`src/rtl/mtm_pkg.sv`:
```
// Shared types and address helpers for the transpose memory controller.
package mtm_pkg;

  typedef enum logic {
    IDLE  = 1'b0,
    DRAIN = 1'b1
  } state_t;

  // Bank address = {buffer half, row index}
  function automatic int bank_addr_width(input int num_pe);
    return $clog2(num_pe) + 1;
  endfunction

  // Row held by a bank for a given column; num_pe is a power of two so the mask is the wrap.
  function automatic int unsigned skew_row(input int unsigned bank,
                                           input int unsigned col,
                                           input int unsigned num_pe);
    return (bank - col) & (num_pe - 1);
  endfunction

endpackage

```
`src/rtl/transpose_memory_ctrl_if.sv`:
```
// Handshake and bank-control bundle between the transpose controller and its datapath.
interface transpose_memory_ctrl_if #(
  parameter int NUM_MG     = 8,
  parameter int NUM_PE     = 8,
  parameter int ADDR_WIDTH = $clog2(NUM_PE)
);
  logic                               in_val;
  logic                               in_rdy;
  logic                               wen;
  logic [ADDR_WIDTH:0]                write_addr;
  logic [ADDR_WIDTH-1:0]              wr_rot;
  logic                               ren;
  logic [0:NUM_MG-1][ADDR_WIDTH:0]    read_addr;
  logic                               out_val;
  logic                               out_rdy;
  logic [ADDR_WIDTH-1:0]              out_col;
  logic                               busy;

  modport master (
    input  in_val, out_rdy,
    output in_rdy, wen, write_addr, wr_rot, ren, read_addr, out_val, out_col, busy
  );

  modport slave (
    output in_val, out_rdy,
    input  in_rdy, wen, write_addr, wr_rot, ren, read_addr, out_val, out_col, busy
  );
endinterface

```
`src/rtl/mtm_skew_addr_gen.sv`:
```
// Per-bank skewed read addresses: bank i serves row (i - col) of the requested column.
module mtm_skew_addr_gen
  import mtm_pkg::*;
#(
  parameter int NUM_MG     = 8,
  parameter int NUM_PE     = 8,
  parameter int ADDR_WIDTH = $clog2(NUM_PE)
) (
  input  logic                            rd_buf,
  input  logic [ADDR_WIDTH-1:0]           rd_col,
  output logic [0:NUM_MG-1][ADDR_WIDTH:0] read_addr
);

  genvar gi;
  generate
    for (gi = 0; gi < NUM_MG; gi++) begin : g_bank
      assign read_addr[gi] = {rd_buf, ADDR_WIDTH'(skew_row(gi, 32'(rd_col), NUM_PE))};
    end
  endgenerate

endmodule

```
`src/rtl/transpose_memory_ctrl.sv`:
```
// Ping-pong tile sequencer: row writes into one buffer half while columns drain from the other.
module transpose_memory_ctrl
  import mtm_pkg::*;
#(
  parameter int NUM_MG     = 8,
  parameter int NUM_PE     = 8,
  parameter int ADDR_WIDTH = $clog2(NUM_PE)
) (
  input logic                    clk,
  input logic                    rst,
  transpose_memory_ctrl_if.master bus
);

  localparam int BANK_AW = bank_addr_width(NUM_PE);
  localparam logic [ADDR_WIDTH-1:0] LAST_IDX = ADDR_WIDTH'(NUM_PE - 1);

  logic [1:0]            full_reg, full_next;
  logic                  wr_buf_reg, rd_buf_reg;
  logic [ADDR_WIDTH-1:0] wr_row_reg, rd_col_reg;
  state_t                state_reg;
  logic                  out_val_reg;
  logic [ADDR_WIDTH-1:0] out_col_reg;

  logic in_rdy, wen, wr_last, out_free, ren, rd_last;
  logic [BANK_AW-1:0] write_addr;

  assign in_rdy     = !full_reg[wr_buf_reg] && !rst;
  assign wen        = bus.in_val && in_rdy;
  assign wr_last    = wen && (wr_row_reg == LAST_IDX);
  assign write_addr = {wr_buf_reg, wr_row_reg};

  // Output register can take a new column when empty or being consumed this cycle.
  assign out_free = !out_val_reg || bus.out_rdy;
  assign ren      = (state_reg == DRAIN) ? out_free : (full_reg[rd_buf_reg] && out_free);
  assign rd_last  = ren && (rd_col_reg == LAST_IDX);

  // Set and clear always target different halves, so both may apply together.
  always_comb begin
    full_next = full_reg;
    if (rd_last) full_next[rd_buf_reg] = 1'b0;
    if (wr_last) full_next[wr_buf_reg] = 1'b1;
  end

  always_ff @(posedge clk or posedge rst) begin
    if (rst) begin
      full_reg    <= '0;
      wr_buf_reg  <= 1'b0;
      rd_buf_reg  <= 1'b0;
      wr_row_reg  <= '0;
      rd_col_reg  <= '0;
      state_reg   <= IDLE;
      out_val_reg <= 1'b0;
      out_col_reg <= '0;
    end else begin
      full_reg <= full_next;
      if (wen) wr_row_reg <= wr_row_reg + 1'b1;
      if (wr_last) wr_buf_reg <= !wr_buf_reg;
      if (ren) rd_col_reg <= rd_col_reg + 1'b1;
      if (rd_last) rd_buf_reg <= !rd_buf_reg;

      case (state_reg)
        IDLE:    if (full_reg[rd_buf_reg]) state_reg <= DRAIN;
        DRAIN:   if (rd_last) state_reg <= full_reg[!rd_buf_reg] ? DRAIN : IDLE;
        default: state_reg <= IDLE;
      endcase

      if (ren) begin
        out_val_reg <= 1'b1;
        out_col_reg <= rd_col_reg;
      end else if (out_val_reg && bus.out_rdy) begin
        out_val_reg <= 1'b0;
      end
    end
  end

  mtm_skew_addr_gen #(
    .NUM_MG    (NUM_MG),
    .NUM_PE    (NUM_PE),
    .ADDR_WIDTH(ADDR_WIDTH)
  ) u_skew (
    .rd_buf   (rd_buf_reg),
    .rd_col   (rd_col_reg),
    .read_addr(bus.read_addr)
  );

  assign bus.in_rdy     = in_rdy;
  assign bus.wen        = wen;
  assign bus.write_addr = write_addr;
  assign bus.wr_rot     = wr_row_reg;
  assign bus.ren        = ren;
  assign bus.out_val    = out_val_reg;
  assign bus.out_col    = out_col_reg;
  assign bus.busy       = (|full_reg) || (state_reg == DRAIN);

endmodule

```
`src/flat_wrapper.sv`:
```
// flat-port wrapper written by rule: the top's interface ports become plain ports
module transpose_memory_ctrl_flat import mtm_pkg::*;
#(
  parameter int NUM_MG     = 8,
  parameter int NUM_PE     = 8,
  parameter int ADDR_WIDTH = $clog2(NUM_PE)
)
  (clk, rst, bus_in_val, bus_out_rdy, bus_in_rdy, bus_wen, bus_write_addr, bus_wr_rot, bus_ren, bus_read_addr, bus_out_val, bus_out_col, bus_busy);
  transpose_memory_ctrl_if #(.NUM_MG(NUM_MG), .NUM_PE(NUM_PE), .ADDR_WIDTH(ADDR_WIDTH)) bus_i ();
  input logic clk;
  input logic rst;
  input wire logic [$bits(bus_i.in_val)-1:0] bus_in_val;
  input wire logic [$bits(bus_i.out_rdy)-1:0] bus_out_rdy;
  output wire logic [$bits(bus_i.in_rdy)-1:0] bus_in_rdy;
  output wire logic [$bits(bus_i.wen)-1:0] bus_wen;
  output wire logic [$bits(bus_i.write_addr)-1:0] bus_write_addr;
  output wire logic [$bits(bus_i.wr_rot)-1:0] bus_wr_rot;
  output wire logic [$bits(bus_i.ren)-1:0] bus_ren;
  output wire logic [$bits(bus_i.read_addr)-1:0] bus_read_addr;
  output wire logic [$bits(bus_i.out_val)-1:0] bus_out_val;
  output wire logic [$bits(bus_i.out_col)-1:0] bus_out_col;
  output wire logic [$bits(bus_i.busy)-1:0] bus_busy;
  assign bus_i.in_val = bus_in_val;
  assign bus_i.out_rdy = bus_out_rdy;
  assign bus_in_rdy = bus_i.in_rdy;
  assign bus_wen = bus_i.wen;
  assign bus_write_addr = bus_i.write_addr;
  assign bus_wr_rot = bus_i.wr_rot;
  assign bus_ren = bus_i.ren;
  assign bus_read_addr = bus_i.read_addr;
  assign bus_out_val = bus_i.out_val;
  assign bus_out_col = bus_i.out_col;
  assign bus_busy = bus_i.busy;
  transpose_memory_ctrl #(.NUM_MG(NUM_MG), .NUM_PE(NUM_PE), .ADDR_WIDTH(ADDR_WIDTH)) u_core (.clk(clk), .rst(rst), .bus(bus_i));
endmodule
```
`config.mk`:
```
export PLATFORM = sky130hd
export DESIGN_NAME = transpose_memory_ctrl_flat
export DESIGN_NICKNAME = d
export VERILOG_FILES = /design/src/rtl/mtm_pkg.sv /design/src/rtl/transpose_memory_ctrl_if.sv /design/src/rtl/mtm_skew_addr_gen.sv /design/src/rtl/transpose_memory_ctrl.sv /design/src/flat_wrapper.sv
export SDC_FILE = /design/constraint.sdc
export NUM_CORES = 1
export LEC_CHECK = 0
export ABC_AREA = 1
export BUFFER_PORTS_ARGS = -buffer_cell sky130_fd_sc_hd__buf_2
export CAP_MARGIN = 15
export CELL_PAD_IN_SITES_DETAIL_PLACEMENT = 0
export CELL_PAD_IN_SITES_GLOBAL_PLACEMENT = 1
export CORE_MARGIN = 3
export CORE_UTILIZATION = 33
export DETAILED_ROUTE_END_ITERATION = 16
export PLACE_DENSITY = 0.89
export SLEW_MARGIN = 0
export SYNTH_ARGS = -nofsm -noshare
export SYNTH_HDL_FRONTEND = slang
export SYNTH_SLANG_ARGS = --single-unit
export TNS_END_PERCENT = 10
```
`constraint.sdc`:
```
create_clock -name clk -period 2.45 [get_ports clk]
set_clock_uncertainty 0.05 [all_clocks]
set_input_delay 0.1225 -clock clk [delete_from_list [all_inputs] [get_ports clk]]
set_output_delay 0.1225 -clock clk [all_outputs]
set_load 0.02 [all_outputs]
```
==> out/metrics.json, run 1 <==
{
  "worst_setup_path": {
    "critical_path.cell_chain": "dlygate4sd3_1 -> buf_2 -> inv_1 -> buf_4 -> nand2_1 -> nor2_4 -> nand2_4 -> clkinv_2 -> buf_2",
    "arrival_worst_endpoint_ns": 1.61,
    "crit_slowest_cell": "dlygate4sd3_1",
    "setup_cp_type": "in2out",
    "cp_max_fo": 16,
    "max_stage_delay_ns": 0.53,
    "worstSetupEndpointType": "output pin",
    "startpoint_type": "input pin",
    "number_of_buffer_and_inverter_instances_along_the_worst_setup_path": 6,
    "crit_path_frequent_cell": "buf_2",
    "cp.required_ns": 2.28,
    "critical_path.top_delay_family": "buffers and inverters",
    "r2r_slack_ns": 1.13
  },
  "outcome": {
    "status": "finished, final reports clean"
  },
  "route": {
    "drc": 0,
    "average_detailed_routed_wire_length_per_instance_um": 10.3,
    "ant_nets": 0,
    "detailedRoute.firstIterationViolations": 11,
    "routed.top_layer": "met4",
    "dr_wl_met3_um": 105,
    "drt-met1-wl_um": 790,
    "via_per_inst": 4.22,
    "length_of_routed_met2_wiring_um": 899,
    "detailedRoute.firstPassIterationCount": 4,
    "route.final.wire_length_mm": 1.81,
    "num_vias": 739
  },
  "clocking": {
    "cts_resized": 0,
    "clockBufferDepth": 2,
    "cts_root_buf": "clkbuf_4",
    "cts_made_buffers": 3,
    "clkSlewWorstSetupHoldPaths_ns": 0.09,
    "insertion_delay_ns": 0.27,
    "tritoncts": "built",
    "clock_tree.htree_level_count": 1,
    "cts_post_setup_buffers_inserted": 0,
    "cts.sink_count": 15,
    "holdBufCountCts": 1
  },
  "synth": {
    "ys_seq_area_share_pct": 39.3,
    "count_of_different_cell_masters_after_synthesis": 20,
    "syn_avg_cell_area_sq_um": 8.60,
    "synth_seq_cells": 15,
    "postSynthCellCount": 111,
    "syn_nets": 121,
    "synthesis.yosys.warnings": 0,
    "syn_area_sq_um": 955
  },
  "finish": {
    "syn_to_final_growth_pct": 17.6,
    "fin_nets": 156,
    "n_fill_cell": 267,
    "layout.cells.most_common": "buf_2",
    "most-common-layout-cells": "buf_2, nand2_1, dfrtp_1",
    "layout_cell_share_with_drive_strength_beyond_1_pct": 44.1,
    "antenna_cells_inserted": 0
  },
  "placement": {
    "detailedPlacementHpwl_mm": 1.50,
    "gp_congestion": 0.842,
    "port_buffers": 50
  },
  "die": {
    "dieArea_sq_um": 3570,
    "row_count": 18,
    "ioPinCount": 51,
    "coreArea_sq_um": 2610,
    "chipHeight_um": 59.8,
    "start_util_pct": 36.5,
    "die_width_um": 59.8
  },
  "grt": {
    "overflow": 0,
    "grt_pass1_vias": 680,
    "antenna_found_initial": 0,
    "grtUsageTotal_pct": 10.8,
    "first_pass_grt_wire_length_mm": 2.97,
    "grt_start_max_net_pins": 17
  },
  "timing": {
    "max-slew-margin-rel_pct": 81.9,
    "setup_repair_after_global_routing_missed_its_margin": "false",
    "report.final.hold_viol_count": 0,
    "period_share_pct": 72.6,
    "setup_viol": 0,
    "final_max_slew_viol_count": 0,
    "max_freq_mhz": 562,
    "final.min_clock_period_ns": 1.78,
    "max_slew.worst_pin.slew_ns": 0.271,
    "tns_setup_ns": 0
  },
  "hold_path": {
    "hold_path.class": "in2reg"
  },
  "flow_run": {
    "timing.max_cap.violations": 0
  }
}
==> per-layer routing <==
layer  up-vias  track usage (%)
met4         0             3.80
met3         2             2.38
met2        23             17.4
li1        391                -
met1       323             14.2
met5         -                0
==> cell type report <==
| cell class | instances | area, sq um | area share, % |
|---|---|---|---|
| inverter | 17 | 65.1 | 5.80 |
| multi-input combinational | 57 | 349 | 31.1 |
| clock buffer | 3 | 22.5 | 2.01 |
| sequential | 15 | 375 | 33.4 |
| tap | 30 | 37.5 | 3.34 |
| timing repair buffer | 52 | 268 | 23.9 |
| clock inverter | 1 | 5.00 | 0.446 |
==> cell families (layout without fill, tap and decap cells) <==
logic type      count (synthesis)  after routing  share of synthesized area (%)
simple gates                   39             39                           19.7
xor+xnor                        5              5                           4.59
compound gates                  7              7                           4.46
flops                          15             15                           39.3
fa+ha+maj                       6              6                           7.86
buf+inv                        39             73                           24.1
==> worst register-to-register path, cell delays in order (launching register included) <==
cell	delay, ns
dfrtp_1	0.45
inv_1	0.16
ha_1	0.35
inv_1	0.07
o21ai_0	0.17
==> path summary, 6_finish.rpt <==
path,from,to,cells past startpoint
max,rst,bus_wen,9
min,bus_in_val,u_core.bus.wr_rot[0],3
max reg2reg,u_core.rd_col_reg[0],u_core.rd_col_reg[1],4
min reg2reg,u_core.bus.out_col[0],u_core.bus.out_col[0],2
max in group asynchronous,rst,u_core.full_reg[0],4
min in group asynchronous,rst,u_core.bus.wr_rot[0],4
==> stage by stage <==
step	cells	area (sq um)	util, %	setup WS, ns	hold WS [ns]
2_1_floorplan	111	955	-	0.611	-0.0178
3_3_place_gp	170	1080	41.5	1.14	0.0814
3_5_place_dp	170	1080	41.5	1.05	0.0867
4_1_cts	175	1120	43.0	0.646	0.0976
5_1_grt	175	1120	43.0	0.559	0.108
6_report	175	1120	43.0	0.671	0.108
==> synth_stat cells, drive strengths merged <==
cell type / number / area (sq um)
nor2: 5 / 28.8
xnor2: 4 / 35.0
buf: 22 / 165
nand4: 2 / 12.5
dfrtp: 15 / 375
o211ai: 1 / 7.51
a31oi: 1 / 6.26
o21ai: 5 / 28.8
clkinv: 1 / 5.00
ha: 6 / 75.1
nand2: 27 / 116
nand3: 5 / 30.0
xor2: 1 / 8.76
inv: 16 / 60.1
Power of run 1 is not shown: default switching activity piles up to over one toggle a cycle in this logic, so the estimate is an artifact.
==> run 2: changes to the inputs <==
Settings changed: ABC_AREA 1 to 0, CORE_UTILIZATION 33 to 32, PLACE_DENSITY 0.89 to 0.84.
Clock period 2.45 ns to 1.7 ns, I/O delays scaled along.
==> run 2 against run 1 <==
- sequential cell count unchanged
- via count decreased by 4.3%
- sequential share of layout area decreased by 0.97 points
- first-iteration DRC count decreased by 9.1%
- largest cell class is now multi-input combinational cells
- count of clock-buffer cells in the layout unchanged
- utilization decreased by 1.8 points
- worst hold slack got worse by 0.044 ns
- routed wire length decreased by 1.3%
- die area increased by 5.0%
- cell area increased by 3.7%
- non-clock buffer count increased by 2
==> out/metrics.json, run 2 <==
{
  "outcome": {
    "status": "finished, final reports clean"
  },
  "finish": {
    "n_fill_cell": 282,
    "fin_nets": 138,
    "most-common-layout-cells": "buf_2, dfrtp_1, inv_1",
    "layoutNonFillerInstCount": 158,
    "layout.cells.most_common": "buf_2",
    "syn_to_final_growth_pct": 19.1,
    "layout_cell_share_with_drive_strength_beyond_1_pct": 55.1,
    "final_core_utilization_pct": 41.1,
    "antenna_cells_inserted": 0,
    "final_non_filler_cell_area_sq_um": 1160
  },
  "worst_setup_path": {
    "startpoint_type": "flop",
    "arrival_worst_endpoint_ns": 1.74,
    "crit_path_launch": "u_core.full_reg[0]",
    "cp.required_ns": 1.83,
    "setup_cp_type": "reg2reg",
    "cp_max_fo": 7,
    "r2r-start": "u_core.full_reg[0]",
    "worstSetupEndpointType": "flop"
  },
  "route": {
    "average_detailed_routed_wire_length_per_instance_um": 11.3,
    "via_per_inst": 4.47,
    "drc": 0,
    "ant_nets": 0,
    "detailedRoute.firstIterationViolations": 10,
    "detailedRoute.firstPassIterationCount": 4,
    "route.final.wire_length_mm": 1.79,
    "num_vias": 707
  },
  "clocking": {
    "insertion_delay_ns": 0.28,
    "clockBufferDepth": 2,
    "cts_made_buffers": 3,
    "cts.sink_count": 15,
    "clock_tree.htree_level_count": 1,
    "clkSlewWorstSetupHoldPaths_ns": 0.09,
    "tritoncts": "built",
    "cts_root_buf": "clkbuf_4"
  },
  "synth": {
    "ys_seq_area_share_pct": 38.4,
    "yosysMostFrequentCell": "buf_4",
    "synth_simple_gate_area_share_pct": 10.6,
    "synth_top_cell_area_share_pct": 38.4,
    "yosys.area_share.adder_pct": 7.68,
    "dominant_combinational_cell_family_by_area_after_synthesis": "buffers and inverters",
    "syn_avg_cell_area_sq_um": 10.5,
    "synth.area.top_cells": "dfrtp_1, buf_4, mux2_2, ha_1, xnor2_1",
    "syn_nets": 103,
    "yosys_most_used_dff": "dfrtp_1",
    "synth_compound_area_share_pct": 6.66,
    "synth_mux_area_share_pct": 10.6,
    "postSynthCellCount": 93,
    "synth_seq_cells": 15,
    "synthesis.yosys.warnings": 0,
    "count_of_different_cell_masters_after_synthesis": 25,
    "postSynth.asyncResetShare_pct": 100,
    "syn_area_sq_um": 977,
    "synth_enable_flop_cells": 0,
    "synth.top_cells.by_count": "buf_4, dfrtp_1, inv_1",
    "synth-xor-area-share_pct": 4.48,
    "synthDominantAreaCellType": "dfrtp_1"
  },
  "die": {
    "start_util_pct": 34.5,
    "row_count": 19,
    "coreArea_sq_um": 2830,
    "ioPinCount": 51,
    "dieArea_sq_um": 3750,
    "chipHeight_um": 61.3,
    "die_width_um": 61.3
  },
  "timing": {
    "report.final.hold_viol_count": 0,
    "period_share_pct": 94.9,
    "setup_viol": 0,
    "final_hold_slack_ns": 0.0634,
    "max_slew.worst_pin.slew_ns": 0.337,
    "final_max_slew_viol_count": 0,
    "max-slew-margin-rel_pct": 77.6,
    "final.min_clock_period_ns": 1.61,
    "setup_repair_after_global_routing_missed_its_margin": "false",
    "max_freq_mhz": 620
  },
  "grt": {
    "grtUsageTotal_pct": 9.66,
    "grt_pass1_vias": 608,
    "grt_start_max_net_pins": 16,
    "overflow": 0,
    "first_pass_grt_wire_length_mm": 2.67,
    "antenna_found_initial": 0
  },
  "placement": {
    "port_buffers": 50,
    "detailedPlacementHpwl_mm": 1.42,
    "placement.cell_area_sq_um": 1120,
    "gp_congestion": 0.724,
    "placed_cells": 152
  },
  "hold_path": {
    "hold_path.class": "in2reg",
    "worstHoldStart": "bus_in_val"
  },
  "flow_run": {
    "timing.max_cap.violations": 0
  }
}
-- run 2: cell types whose count changed after synthesis, sizes merged, moves of 2 or more --
| cell | delta |
|---|---|
| nand4 | -2 |
| nand3b | +3 |
| nand3 | -4 |
| mux2 | +8 |
| a21o | +2 |
| o21ai | -3 |
| nand2b | +2 |
| nand2 | -26 |
| inv | -6 |
| clkbuf | +2 |
-- run 2: cell type report --
type	instances	area, sq um	area share, %
inverters	10	37.5	3.23
clock inverters	1	5.00	0.430
multi-input cells	44	399	34.3
well taps	31	38.8	3.33
clock buffers	3	22.5	1.94
repair buffers	54	283	24.3
flip-flops and latches	15	378	32.5
-- run 2: timing repair --
action	4_1_cts	5_1_grt
pin swaps	0	1
resized for setup	1	1
endpoints found under the hold margin	15	0
setup endpoints to repair	2	2
cloned	0	0
hold buffers	1	0
setup buffers	0	1
-- run 2: worst max-delay path, stage by stage, from the launching register on --
cell and delay [ns]:
dfrtp_1 0.45, mux2_4 0.32, o21ai_4 0.18, buf_4 0.17, mux2_2 0.33
-- run 2: cells by family after synthesis --
kind of cell	after synthesis
compound gates	7
xor+xnor	5
fa+ha+maj	6
buf+inv	34
flops	15
mux	9
simple gates	17
-- run 2: worst paths after layout --
kind / to / slack, ns / cells past startpoint
worst max-delay path: u_core.bus.out_col[1] / 0.09 / 4
worst min-delay path: u_core.bus.wr_rot[0] / 0.06 / 3
worst max register to register: u_core.bus.out_col[1] / 0.09 / 4
worst min register to register: u_core.bus.out_col[1] / 0.47 / 1
max in group asynchronous: u_core.rd_col_reg[0] / 1.02 / 4
min in group asynchronous: u_core.bus.wr_rot[2] / 0.39 / 4
-- run 2: metal layers --
metal / vias up / track usage (%) / part of all wire, % / routed length [um]
li1: 351 / - / - / -
met1: 327 / 11.2 / 41 / 726
met2: 29 / 16.8 / 52 / 924
met3: 0 / 3.98 / 7.6 / 136
met4: 0 / 1.86 / 0 / 0
met5: - / 0 / 0 / 0
-- run 2: metrics by stage --
stage	setup WS, ns	setup TNS (ns)
4_1_cts	0.0164	0
3_3_place_gp	0.212	0
3_5_place_dp	0.166	0
5_1_grt	0.0234	0
2_1_floorplan	-0.0683	-0.0981
6_report	0.0864	0
Power of run 2 is left out for the same reason.
